File: config.mk
export PLATFORM = sky130hd
export DESIGN_NAME = k005297_mskreg_sr_flat
export DESIGN_NICKNAME = d
export VERILOG_FILES = /design/src/rtl/k005297_pkg.sv /design/src/rtl/k005297_mskreg_sr_if.sv /design/src/rtl/k005297_mskreg_sr_mskhold.sv /design/src/rtl/k005297_mskreg_sr.sv /design/src/flat_wrapper.sv
export SDC_FILE = /design/constraint.sdc
export NUM_CORES = 1
export LEC_CHECK = 0
export ABC_AREA = 1
export CAP_MARGIN = 20
export CORE_ASPECT_RATIO = 0.7
export CORE_MARGIN = 2
export CORE_UTILIZATION = 52
export DETAILED_ROUTE_END_ITERATION = 10
export GPL_TIMING_DRIVEN = 0
export PLACE_DENSITY = 0.84
export SYNTH_ARGS = -nofsm -noshare
export SYNTH_HDL_FRONTEND = slang
export SYNTH_SLANG_ARGS = --single-unit
File: constraint.sdc
create_clock -name i_MCLK -period 4.24 [get_ports i_MCLK]
set_clock_uncertainty 0.15 [all_clocks]
set_input_delay 0.636 -clock i_MCLK [delete_from_list [all_inputs] [get_ports i_MCLK]]
set_output_delay 0.636 -clock i_MCLK [all_outputs]
set_load 0.03 [all_outputs]
File: src/rtl/k005297_pkg.sv
// Shared constants and types for the K005297 mask register shift stage.
package k005297_pkg;

    localparam int MSK_W = 16;
    localparam int CNT_W = 5;

    localparam int SLOT_A = 0;
    localparam int SLOT_B = 5;
    localparam int SLOT_C = 10;
    localparam int SLOT_D = 15;

    localparam logic [MSK_W-1:0] MSK_ALL_ONES = '1;

    // Operation selected for the shift register in one enable cycle.
    typedef enum logic [1:0] {
        SR_HOLD  = 2'd0,
        SR_IDLE  = 2'd1,
        SR_LOAD  = 2'd2,
        SR_SHIFT = 2'd3
    } srOp_e;

    // Two shift slots per rotation in 2-bit mode, four in 4-bit mode.
    function automatic logic shiftEnable(input logic [19:0] rot20_n, input logic ben4_n);
        return ~rot20_n[SLOT_A] | ~rot20_n[SLOT_B] |
               (~ben4_n & (~rot20_n[SLOT_C] | ~rot20_n[SLOT_D]));
    endfunction

endpackage

File: src/rtl/k005297_mskreg_sr_if.sv
// Data-bus side of the mask register: word write, load pulse and refill request.
interface k005297_mskreg_sr_if #(
    parameter int MSK_W = k005297_pkg::MSK_W
);
    logic [MSK_W-1:0] i_DBUS;
    logic             i_MSKHOLD_WR;
    logic             i_MSKREG_SR_LD;
    logic             o_MSKHOLD_EMPTY;

    modport master (
        output i_DBUS,
        output i_MSKHOLD_WR,
        output i_MSKREG_SR_LD,
        input  o_MSKHOLD_EMPTY
    );

    modport slave (
        input  i_DBUS,
        input  i_MSKHOLD_WR,
        input  i_MSKREG_SR_LD,
        output o_MSKHOLD_EMPTY
    );
endinterface

File: src/rtl/k005297_mskreg_sr_mskhold.sv
// Holding register for the next mask word plus its EMPTY flag.
// A write in the same cycle as a load wins: the old word goes to the
// shift register while the new word is kept and EMPTY stays clear.
module k005297_mskhold
    import k005297_pkg::*;
#(
    parameter int MSK_W = k005297_pkg::MSK_W
) (
    input  logic             clk,
    input  logic             rst_n,
    input  logic             en_i,
    input  logic             wr_i,
    input  logic             ld_i,
    input  logic [MSK_W-1:0] data_i,
    output logic [MSK_W-1:0] hold_o,
    output logic             empty_o
);

    logic [MSK_W-1:0] hold_q, hold_d;
    logic             empty_q, empty_d;

    // Write/load arbitration for the holding word and its refill flag.
    always_comb begin
        hold_d  = hold_q;
        empty_d = empty_q;
        if (en_i) begin
            if (ld_i) begin
                empty_d = 1'b1;
            end
            if (wr_i) begin
                hold_d  = data_i;
                empty_d = 1'b0;
            end
        end
    end

    // Holding register state; comes up empty with an all-ones word.
    always_ff @(posedge clk or negedge rst_n) begin
        if (!rst_n) begin
            hold_q  <= '1;
            empty_q <= 1'b1;
        end else begin
            hold_q  <= hold_d;
            empty_q <= empty_d;
        end
    end

    assign hold_o  = hold_q;
    assign empty_o = empty_q;

endmodule

File: src/rtl/k005297_mskreg_sr.sv
// Mask register shift stage: shifts one bootloop mask bit per minor-loop slot.
// Optional masked-bit counter on o_MSK_ZCNT is built when K005297_MSK_ZCNT_EN
// is defined; otherwise the port is tied to zero.
module k005297_mskreg_sr
    import k005297_pkg::*;
#(
    parameter int MSK_W = k005297_pkg::MSK_W,
    parameter int CNT_W = k005297_pkg::CNT_W
) (
    input  logic             i_MCLK,
    input  logic             i_RST_n,
    input  logic             i_CLK2M_PCEN_n,
    input  logic [19:0]      i_ROT20_n,
    input  logic             i_4BEN_n,
    input  logic             i_ACC_ACT_n,
    k005297_mskreg_sr_if.slave bus,
    output logic             o_MSK_BIT,
    output logic             o_MSK_UNDERRUN,
    output logic             o_MSK_EXHAUST,
    output logic [CNT_W-1:0] o_MSK_ZCNT
);

    localparam logic [CNT_W-1:0] CNT_LAST = CNT_W'(MSK_W - 1);
    localparam logic [CNT_W-1:0] CNT_FULL = CNT_W'(MSK_W);

    logic             enable;
    logic             shiftEn;
    logic             loadActive;
    srOp_e            op;

    logic [MSK_W-1:0] holdWord;
    logic             holdEmpty;

    logic [MSK_W-1:0] sr_q, sr_d;
    logic [CNT_W-1:0] cnt_q, cnt_d;
    logic             bit_q, bit_d;
    logic             underrun_q, underrun_d;
    logic             exhaust_q, exhaust_d;

    assign enable     = ~i_CLK2M_PCEN_n;
    assign shiftEn    = shiftEnable(i_ROT20_n, i_4BEN_n);
    assign loadActive = ~i_ACC_ACT_n & bus.i_MSKREG_SR_LD;

    // Loads only consume the held word while an access is in progress,
    // so a prefetched word survives the idle period.
    k005297_mskhold #(
        .MSK_W (MSK_W)
    ) u_mskhold (
        .clk     (i_MCLK),
        .rst_n   (i_RST_n),
        .en_i    (enable),
        .wr_i    (bus.i_MSKHOLD_WR),
        .ld_i    (loadActive),
        .data_i  (bus.i_DBUS),
        .hold_o  (holdWord),
        .empty_o (holdEmpty)
    );

    assign bus.o_MSKHOLD_EMPTY = holdEmpty;

    // Pick this cycle's operation: idle clear, then load over shift.
    always_comb begin
        op = SR_HOLD;
        if (enable) begin
            if (i_ACC_ACT_n) begin
                op = SR_IDLE;
            end else if (bus.i_MSKREG_SR_LD) begin
                op = SR_LOAD;
            end else if (shiftEn) begin
                op = SR_SHIFT;
            end
        end
    end

    // Next state of shift register, shift counter and status flags.
    always_comb begin
        sr_d       = sr_q;
        cnt_d      = cnt_q;
        bit_d      = bit_q;
        underrun_d = underrun_q;
        exhaust_d  = exhaust_q;
        case (op)
            SR_IDLE: begin
                sr_d       = '1;
                cnt_d      = '0;
                bit_d      = 1'b0;
                underrun_d = 1'b0;
                exhaust_d  = 1'b0;
            end
            SR_LOAD: begin
                if (holdEmpty) begin
                    sr_d       = '1;
                    underrun_d = 1'b1;
                end else begin
                    sr_d = holdWord;
                end
                cnt_d     = '0;
                exhaust_d = 1'b0;
            end
            SR_SHIFT: begin
                bit_d = sr_q[MSK_W-1];
                sr_d  = {sr_q[MSK_W-2:0], 1'b1};
                if (cnt_q == CNT_LAST) begin
                    cnt_d     = CNT_FULL;
                    exhaust_d = 1'b1;
                end else if (cnt_q < CNT_LAST) begin
                    cnt_d = cnt_q + 1'b1;
                end
            end
            default: begin
            end
        endcase
    end

    // Shift stage registers with asynchronous abort to reset values.
    always_ff @(posedge i_MCLK or negedge i_RST_n) begin
        if (!i_RST_n) begin
            sr_q       <= '1;
            cnt_q      <= '0;
            bit_q      <= 1'b0;
            underrun_q <= 1'b0;
            exhaust_q  <= 1'b0;
        end else begin
            sr_q       <= sr_d;
            cnt_q      <= cnt_d;
            bit_q      <= bit_d;
            underrun_q <= underrun_d;
            exhaust_q  <= exhaust_d;
        end
    end

    assign o_MSK_BIT      = bit_q;
    assign o_MSK_UNDERRUN = underrun_q;
    assign o_MSK_EXHAUST  = exhaust_q;

`ifdef K005297_MSK_ZCNT_EN
    logic [CNT_W-1:0] zcnt_q, zcnt_d;

    // Count zero mask bits shifted out since the last load, saturating.
    always_comb begin
        zcnt_d = zcnt_q;
        case (op)
            SR_IDLE, SR_LOAD: zcnt_d = '0;
            SR_SHIFT: begin
                if (!sr_q[MSK_W-1] && (zcnt_q < CNT_FULL)) begin
                    zcnt_d = zcnt_q + 1'b1;
                end
            end
            default: begin
            end
        endcase
    end

    // Masked-bit counter register.
    always_ff @(posedge i_MCLK or negedge i_RST_n) begin
        if (!i_RST_n) begin
            zcnt_q <= '0;
        end else begin
            zcnt_q <= zcnt_d;
        end
    end

    assign o_MSK_ZCNT = zcnt_q;
`else
    assign o_MSK_ZCNT = '0;
`endif

endmodule
File: src/flat_wrapper.sv
// flat-port wrapper written by rule: the top's interface ports become plain ports
module k005297_mskreg_sr_flat import k005297_pkg::*;
#(
    parameter int MSK_W = k005297_pkg::MSK_W,
    parameter int CNT_W = k005297_pkg::CNT_W
)
  (i_MCLK, i_RST_n, i_CLK2M_PCEN_n, i_ROT20_n, i_4BEN_n, i_ACC_ACT_n, o_MSK_BIT, o_MSK_UNDERRUN, o_MSK_EXHAUST, o_MSK_ZCNT, bus_i_DBUS, bus_i_MSKHOLD_WR, bus_i_MSKREG_SR_LD, bus_o_MSKHOLD_EMPTY);
  k005297_mskreg_sr_if #(.MSK_W(MSK_W)) bus_i ();
  input  logic i_MCLK;
  input  logic i_RST_n;
  input  logic i_CLK2M_PCEN_n;
  input  logic [19:0] i_ROT20_n;
  input  logic i_4BEN_n;
  input  logic i_ACC_ACT_n;
  output logic o_MSK_BIT;
  output logic o_MSK_UNDERRUN;
  output logic o_MSK_EXHAUST;
  output logic [CNT_W-1:0] o_MSK_ZCNT;
  input wire logic [$bits(bus_i.i_DBUS)-1:0] bus_i_DBUS;
  input wire logic [$bits(bus_i.i_MSKHOLD_WR)-1:0] bus_i_MSKHOLD_WR;
  input wire logic [$bits(bus_i.i_MSKREG_SR_LD)-1:0] bus_i_MSKREG_SR_LD;
  output wire logic [$bits(bus_i.o_MSKHOLD_EMPTY)-1:0] bus_o_MSKHOLD_EMPTY;
  assign bus_i.i_DBUS = bus_i_DBUS;
  assign bus_i.i_MSKHOLD_WR = bus_i_MSKHOLD_WR;
  assign bus_i.i_MSKREG_SR_LD = bus_i_MSKREG_SR_LD;
  assign bus_o_MSKHOLD_EMPTY = bus_i.o_MSKHOLD_EMPTY;
  k005297_mskreg_sr #(.MSK_W(MSK_W), .CNT_W(CNT_W)) u_core (.i_MCLK(i_MCLK), .i_RST_n(i_RST_n), .i_CLK2M_PCEN_n(i_CLK2M_PCEN_n), .i_ROT20_n(i_ROT20_n), .i_4BEN_n(i_4BEN_n), .i_ACC_ACT_n(i_ACC_ACT_n), .bus(bus_i), .o_MSK_BIT(o_MSK_BIT), .o_MSK_UNDERRUN(o_MSK_UNDERRUN), .o_MSK_EXHAUST(o_MSK_EXHAUST), .o_MSK_ZCNT(o_MSK_ZCNT));
endmodule
======== Word level (Yosys, flattened, before mapping) ========
Index checks and enable logic that the tools add are counted.
storage, ports and cells
  logic and storage cells ................. 55
  bits of input ports ..................... 43
  register bits after elaboration ......... 41
  output and inout bits ................... 9
operators by class
  mux-type cells .......................... 16
  add/subtract/negate cells ............... 1
  magnitude comparators ................... 1
  reductions and logical operators ........ 11
  eq/ne operators ......................... 7
  bitwise logic cells ..................... 12
operator list
  cell                                                count
  case mux 16 bit (3 select lines)                    1
  2-to-1 mux 16 bit                                   1
  2-to-1 mux 5 bit                                    2
  case mux 5 bit (2 select lines)                     1
  AND reduction 2 bit                                 5
  2-to-1 mux 2 bit                                    4
  nonzero test 2 bit                                  4
  inverter 1 bit                                      7
  case mux 1 bit (2 select lines)                     3
  adder 5 x 1 -> 5 bit, second input constant         1
  == test 5 x 4 -> 1 bit, second input constant       1
  < comparator 5 x 4 -> 1 bit, second input constant  1
  == test 2 bit, second input constant                2
  2-to-1 mux 1 bit                                    4
  != test 3 x 1 -> 1 bit, second input constant       1
  OR 1 bit                                            3
  nonzero test 3 bit                                  1
  AND 1 bit                                           2
  == test 2 x 1 -> 1 bit, second input constant       1
  != test 2 x 1 -> 1 bit, second input constant       1
  != test 2 bit, second input constant                1
  OR reduction 2 bit                                  1

======== Longest topological paths before layout ========
Gate-level depths: netlist of the first run.
  depth after elaboration ................. 12
  gate-level depth with buffers ........... 10
  depth with buffers taken out ............ 10

======== Cells and area by module ========
From an unflattened synthesis of the first run, not the netlist that was laid out.
second synthesis, totals
  cell total of the unflattened synthesis .. 271
  area total of the unflattened synthesis .. 2189.6 sq um
by module, submodules not included
  module             seq. area each (sq um)  times used  cells an instance  area an instance (sq um)
  k005297_mskreg_sr  620.6                   1           195                1436.4
  k005297_mskhold    446.7                   1           76                 753.2

======== Worst setup path before layout of the first run ========
OpenSTA, ideal clock, no wires.
  path type ............................... flip-flop to flip-flop
  from .................................... register u_core.cnt_q[0]
  to ...................................... register u_core.cnt_q[3]
  cell stages (with the launch flop) ...... 11
  setup time .............................. 117 ps
  data arrival time ....................... 1377 ps
  slack ................................... 2596 ps
  clock period less this slack ............ 1644 ps
  cell sequence ........................... dfrtp_1 > ha_1 > nand2_1 > nor2_1 > ha_1 > inv_1 > nand4_1 > nand2_4 > nand2_1 > nand2_1 > nand2_1
between the ends
  cells in the longest elaborated chain, start to end .. 4
  elaborated cells on any way between the ends .. 8
RTL lines
  element                          RTL line                  text
  from (decl)                      k005297_mskreg_sr.sv:35   logic [CNT_W-1:0] cnt_q, cnt_d;
  from (signal assigned)           k005297_mskreg_sr.sv:125  cnt_q <= cnt_d;
  adder 5 x 1 -> 5 bit             k005297_mskreg_sr.sv:107  cnt_d = cnt_q + 1'b1;
  2-to-1 mux 5 bit                 k005297_mskreg_sr.sv:106  end else if (cnt_q < CNT_LAST) begin
  2-to-1 mux 5 bit                 k005297_mskreg_sr.sv:103  if (cnt_q == CNT_LAST) begin
  case mux 5 bit (2 select lines)  k005297_mskreg_sr.sv:82   case (op)
Several ways; a longest one is shown, not always the timed one. The select of a mux whose other input is x is not followed.
A chain may end at the register's enable or synchronous reset.

======== Worst setup path in the final report of the first run ========
  from .................................... register u_core.u_mskhold.empty_q, in the netlist u_core.u_mskhold.empty_o
  to ...................................... output port bus_o_MSKHOLD_EMPTY
RTL lines
  element                 RTL line                         text
  from (decl)             k005297_mskreg_sr_mskhold.sv:20  logic empty_q, empty_d;
  from (signal assigned)  k005297_mskreg_sr_mskhold.sv:44  empty_q <= empty_d;
  to (decl)               flat_wrapper.sv:22               output wire logic [$bits(bus_i.o_MSKHOLD_EMPTY)-1:0] bus_o_MSKHOLD_EMPTY;
No word-level cell between the ends.

==> impl_metrics.env, run 1 <==
export IMPL_overflow=0
export IMPL_r2r_setup_slack_ps=2410
export IMPL_synth_top_area_cell="dfstp_2"
export IMPL_grtUsageTotal_pct=18.5
export IMPL_arrival_ps=1490
export IMPL_vias=1568
export IMPL_tightest_slew_ps=861
export IMPL_r2r_end="u_core.cnt_q[3]"
export IMPL_yosys_warnings=0
export IMPL_synth_edf_count=0
export IMPL_cp_start_kind="flop"
export IMPL_routedWlPerCell_um=11.6
export IMPL_hpwlAfterDp_mm=2.64
export IMPL_reg2reg_from="u_core.cnt_q[0]"
export IMPL_clkTransAtPathRegs_ps=80
export IMPL_synth_top_area_share_pct=42.7
export IMPL_synth_area_sq_um=2030
export IMPL_grt_pass1_vias=1342
export IMPL_antennaDiodeCount=0
export IMPL_postCtsSetupBuffers=0
export IMPL_status="finished clean"
export IMPL_synth_area_per_cell_sq_um=8.98
export IMPL_cts_buffer_depth=2
export IMPL_required_ps=3450
export IMPL_cts_hold_buffers_added=0
export IMPL_fmax_mhz=440
export IMPL_synth_ff_type="dfstp_2"
export IMPL_finalHoldViolCount=0
export IMPL_antenna_found_initial=0
export IMPL_drv_slew=0
export IMPL_drtIter0Drc=127
export IMPL_port_buffers=30
export IMPL_crit_family="buffers and inverters"
export IMPL_fin_area_sq_um=2490
export IMPL_place_congestion=0.772
export IMPL_synth_area_leaders="dfstp_2 43%, nand2_1 15%, dfrtp_1 9.9%, o21ai_2 7.8%, o21ai_0 4.2%"
export IMPL_irDropWorstVdd_mv=0.257
export IMPL_final_cell_mix="81 x nand2_1, 33 x dfstp_2, 29 x clkdlybuf4s50_1"
export IMPL_routed_via_density=4.93
export IMPL_final_setup_tns_ps=0
export IMPL_finalNetCount=312
export IMPL_ios=52
export IMPL_p_leak_nw=1.14
export IMPL_crit_path_max_incr_delay_ps=660
export IMPL_synth_seq_area_share_pct=52.6
export IMPL_cts_buffers=5
export IMPL_die_height_um=56.3
export IMPL_drt_pass1_iterations=4
export IMPL_grt_pass1_wl_mm=6.23
export IMPL_grt_setup_unrepaired="false"
export IMPL_yosysUniqueCellTypes=27
export IMPL_power_density_nw_per_um2=350
export IMPL_syn_inst=226
export IMPL_min_period_over_period_pct=53.7
export IMPL_insertion_delay_ps=300
export IMPL_maxSlewHeadroom_pct=42.6
export IMPL_slowest_stage="clkdlybuf4s50_1"
export IMPL_htreeDepth=2
export IMPL_reg2reg_depth=10
export IMPL_worst_path_max_fanout=2
export IMPL_fill_cells=298
export IMPL_cts_sinks=41
export IMPL_crit_chain="clkdlybuf4s50_1"
export IMPL_power_mw=0.870
export IMPL_core_area_sq_um=3630
export IMPL_setup_viol=0
export IMPL_yosys_register_bits=41
export IMPL_endpoint_kind="output port"
export IMPL_synthArstFlopShare_pct=100
export IMPL_cp_buffers_inverters=1
export IMPL_die_w_um=78.7
export IMPL_fin_crit_ps=2280
export IMPL_final_common_cell="nand2_1"
export IMPL_cts_tree="yes"
export IMPL_drc_errors=0
export IMPL_critPathKind="reg -> out"
export IMPL_rows=18
export IMPL_grt_max_degree=42
export IMPL_max_cap_violations=0
export IMPL_drive_gt1_share_pct=30.6
export IMPL_fp_dieArea_sq_um=4430
export IMPL_hold_path_class="in -> async"
export IMPL_dpl_instance_area_sq_um=2400
export IMPL_root_buffer="clkbuf_8"
export IMPL_drt_wl_total_mm=3.70
export IMPL_area_growth_syn_to_layout_pct=22.6
export IMPL_cts_resized=0
export IMPL_floorplan_initialDensity_pct=56.0
export IMPL_detail_route_antenna_nets=0
kinds of logic (layout without fill, tap and decap cells):
family / Yosys count / in the layout / synth area share, %
AO/OA/AOI/OAI: 38 / 38 / 13.0
XOR/XNOR: 1 / 1 / 0.432
adder cells (fa/ha/maj): 2 / 2 / 1.23
buffers and inverters: 22 / 60 / 6.91
flip-flops: 41 / 41 / 52.6
other: 1 / 5 / 0.185
AND/OR/NAND/NOR: 121 / 121 / 25.6
synth_stat cells (2+ instances only):
library cell  instances
nand2_4               2
nand3_2               2
dfrtp_1               8
nand2_1              81
o21ai_0              17
dfstp_2              33
nor2_2                2
inv_2                 2
ha_1                  2
nand4_1               3
o21ai_2              18
inv_1                 8
nand3_1               9
nor2_1               19
buf_4                 7
buf_2                 2
sequential cells by signal, summed over array words and instances (netlist names):
signal                    count
u_core.o_MSK_EXHAUST          1
u_core.u_mskhold.empty_o      1
u_core.o_MSK_BIT              1
u_core.o_MSK_UNDERRUN         1
u_core.cnt_q                  5
u_core.sr_q                  16
u_core.u_mskhold.hold_o      16
final cells by class:
type                       count  area [sq um]  area share, %
timing repair buffer          30           295           11.9
clock buffer                   5          68.8           2.77
sequential                    41          1070           42.9
clock inverter                 3          16.3          0.654
tap                           50          62.6           2.52
buffer                        11          93.8           3.77
inverter                      11          46.3           1.86
multi-input combinational    167           837           33.7
worst max-delay path by stage:
stage	startpoint	to	slack [ps]	cells past startpoint
5_1_grt	u_core.u_mskhold.empty_o	bus_o_MSKHOLD_EMPTY	1910	1
3_3_place_gp	i_RST_n	u_core.cnt_q[3]	1450	1
6_report	u_core.u_mskhold.empty_o	bus_o_MSKHOLD_EMPTY	1960	1
3_5_place_dp	bus_i_MSKREG_SR_LD	u_core.cnt_q[3]	2020	7
4_1_cts	u_core.u_mskhold.empty_o	bus_o_MSKHOLD_EMPTY	1940	1
2_1_floorplan	u_core.cnt_q[0]	u_core.cnt_q[3]	2600	10
per-stage QoR:
step	hold WS, ps	setup WS (ps)	util (%)	cells
floorplan	190	2600	-	230
global placement	305	1450	66.4	310
detailed placement	307	2020	66.3	310
CTS	320	1940	68.6	318
global route	341	1910	68.6	318
finish	294	1960	68.6	318
where the power goes:
group	internal, mW	total (mW)	switching, mW
Combinational	0.0620	0.138	0.0764
Sequential	0.457	0.482	0.0249
Clock	0.114	0.250	0.136
metal layers:
metal,up-vias,GRT usage (%),share of wire (%)
met5,-,0,0
met1,708,27.5,52
met3,8,5.79,7.3
met4,0,8.27,1.9
li1,804,-,-
met2,48,24.7,39
No activity file was read; power rests on OpenSTA's default activity.
==> inputs of run 2 (changes only) <==
Settings changed: CORE_UTILIZATION 52 to 44, PLACE_DENSITY 0.84 to 0.76.
Clock period 4.24 ns to 1.95 ns, I/O delays scaled along.
==> run 2 against run 1 <==
Net effect: sequential cell count unchanged; register-to-register slack worse by 2300 ps; worst hold slack improved by 24 ps; wire length fell by 0.43%; global-route usage down 3.0 points; die area up 17%; critical path depth up 9; critical endpoint is now u_core.cnt_q[4]; largest cell class unchanged; largest power group unchanged.
==> impl_metrics.env, run 2 (synthesis gave the netlist of run 1 again) <==
export IMPL_floorplan_initialDensity_pct=46.3
export IMPL_port_buffers=30
export IMPL_finalHoldViolCount=0
export IMPL_status="finished clean"
export IMPL_grt_setup_unrepaired="false"
export IMPL_p_leak_nw=1.18
export IMPL_drt_pass1_iterations=4
export IMPL_place_congestion=0.776
export IMPL_p_int_mw=1.47
export IMPL_fin_crit_ps=1800
export IMPL_arrival_ps=1830
export IMPL_cp_start_kind="flop"
export IMPL_core_area_sq_um=4380
export IMPL_antenna_found_initial=0
export IMPL_die_w_um=85.2
export IMPL_worst_path_max_fanout=6
export IMPL_min_to="u_core.u_mskhold.hold_o[11]"
export IMPL_fin_area_sq_um=2550
export IMPL_final_cell_mix="81 x nand2_1, 33 x dfstp_2, 28 x clkdlybuf4s50_1"
export IMPL_r2r_setup_slack_ps=150
export IMPL_routedWlPerCell_um=11.3
export IMPL_cts_buffer_depth=2
export IMPL_detail_route_antenna_nets=0
export IMPL_dpl_instance_area_sq_um=2410
export IMPL_grt_max_degree=42
export IMPL_drive_gt1_share_pct=30.9
export IMPL_required_ps=1980
export IMPL_hp_start="u_core.u_mskhold.hold_o[11]"
export IMPL_vias=1522
export IMPL_r2r_end="u_core.cnt_q[4]"
export IMPL_area_growth_syn_to_layout_pct=25.6
export IMPL_endpoint_kind="flop"
export IMPL_antennaDiodeCount=0
export IMPL_power_density_nw_per_um2=777
export IMPL_final_common_cell="nand2_1"
export IMPL_insertion_delay_ps=300
export IMPL_cts_tree="yes"
export IMPL_combPwrFrac_pct=15.6
export IMPL_reg2reg_from="u_core.cnt_q[1]"
export IMPL_swShare_pct=26.0
export IMPL_layout_setup_ws_ps=152
export IMPL_htreeDepth=2
export IMPL_power_mw=1.98
export IMPL_drtIter0Drc=34
export IMPL_seqPwrFrac_pct=52.6
export IMPL_reg2reg_depth=10
export IMPL_cts_buffers=5
export IMPL_grt_pass1_vias=1389
export IMPL_hpwlAfterDp_mm=2.70
export IMPL_critPathKind="reg -> reg"
export IMPL_rows=20
export IMPL_finalNetCount=316
export IMPL_place_ws_ps=88.1
export IMPL_max_cap_violations=0
export IMPL_drv_slew=0
export IMPL_grt_pass1_wl_mm=6.27
export IMPL_p_sw_mw=0.516
export IMPL_whs_path_depth=2
export IMPL_die_height_um=60.8
export IMPL_tightest_slew_ps=883
export IMPL_maxSlewHeadroom_pct=41.1
export IMPL_hold_path_class="reg -> reg"
export IMPL_fmax_mhz=556
export IMPL_routed_via_density=4.65
export IMPL_drt_wl_total_mm=3.69
export IMPL_root_buffer="clkbuf_8"
export IMPL_grtUsageTotal_pct=15.6
export IMPL_overflow=0
export IMPL_cts_sinks=41
export IMPL_drc_errors=0
export IMPL_setup_viol=0
export IMPL_ios=52
export IMPL_clkTransAtPathRegs_ps=80
export IMPL_hold_ws_ps=317
export IMPL_irDropWorstVdd_mv=0.395
export IMPL_clock_power_share_pct=31.8
export IMPL_min_period_over_period_pct=92.2
export IMPL_fp_dieArea_sq_um=5180
-- run 2: changes by cell type in the layout (fill, tap and decap cells not counted) --
cell	change
clkbuf_16	+1
clkdlybuf4s50_1	-1
dlygate4sd3_1	+1
clkinv_4	+1
dlymetal6s2s_1	+1
clkinv_2	-2
inv_4	-1
clkbuf_1	+1
buf_4	+3
-- run 2: how the worst max path moves through the flow --
| stage | start | endpoint | slack [ps] | cells past startpoint |
|---|---|---|---|---|
| 2_1_floorplan | u_core.cnt_q[0] | u_core.cnt_q[3] | 310 | 10 |
| 3_3_place_gp | i_RST_n | u_core.o_MSK_UNDERRUN | -500 | 1 |
| 3_5_place_dp | bus_i_MSKREG_SR_LD | u_core.sr_q[6] | 90 | 6 |
| 4_1_cts | u_core.u_mskhold.empty_o | bus_o_MSKHOLD_EMPTY | 20 | 1 |
| 5_1_grt | u_core.cnt_q[1] | u_core.cnt_q[4] | 20 | 10 |
| 6_report | u_core.cnt_q[1] | u_core.cnt_q[4] | 150 | 10 |
-- run 2: area by class of cell --
class / instances / area (sq um)
Fill cell: 399 / 1830
Sequential cell: 41 / 1070
Multi-Input combinational cell: 167 / 837
Timing Repair Buffer: 34 / 330
Clock buffer: 7 / 97.6
Buffer: 11 / 93.8
Tap cell: 55 / 68.8
Inverter: 11 / 46.3
Clock inverter: 1 / 8.76
-- run 2: timing repair --
item / CTS / global route
hold buffers: 1 / 0
gates resized for setup: 0 / 1
setup buffers: 0 / 3
setup endpoints to repair: 0 / 3
hold endpoints to repair: 8 / 0
-- run 2: worst max-delay path, cell delays in order, from the launching register on --
cell and delay [ps]:
dfrtp_1 420, ha_1 230, nand2_1 80, nor2_1 50, ha_1 170, inv_1 70, nand4_1 170, nand2_4 160
nand2_1 80, nand2_1 70, nand2_1 50
-- run 2: power groups by stage --
stage                     Combinational, mW  Sequential (mW)  Clock, mW
after floorplan                       0.179             1.06          0
after global placement                0.299             1.05          0
after detailed placement              0.305             1.06          0
after CTS                             0.307             1.04      0.644
after global routing                  0.347             1.05      0.686
final                                 0.308             1.04      0.630
-- run 2: routing by layer --
metal  GRT usage (%)  part of all wire (%)
met5               0                     0
met3            5.31                   4.3
met1            22.7                    54
met4            3.40                  0.73
met2            22.7                    41
-- run 2: metrics by stage --
| stage | setup TNS [ps] | utilization [%] | std cells |
|---|---|---|---|
| floorplan | 0 | - | 230 |
| global placement | -8210 | 55.1 | 315 |
| detailed placement | 0 | 55.0 | 315 |
| CTS | 0 | 57.7 | 324 |
| global route | 0 | 58.2 | 327 |
| finish | 0 | 58.2 | 327 |
==> inputs of run 3 (changes only) <==
Settings changed: CAP_MARGIN 20 to 30.
==> results of run 3 <==
Same layout as run 2: the final DEF is identical, and so are final timing and power.
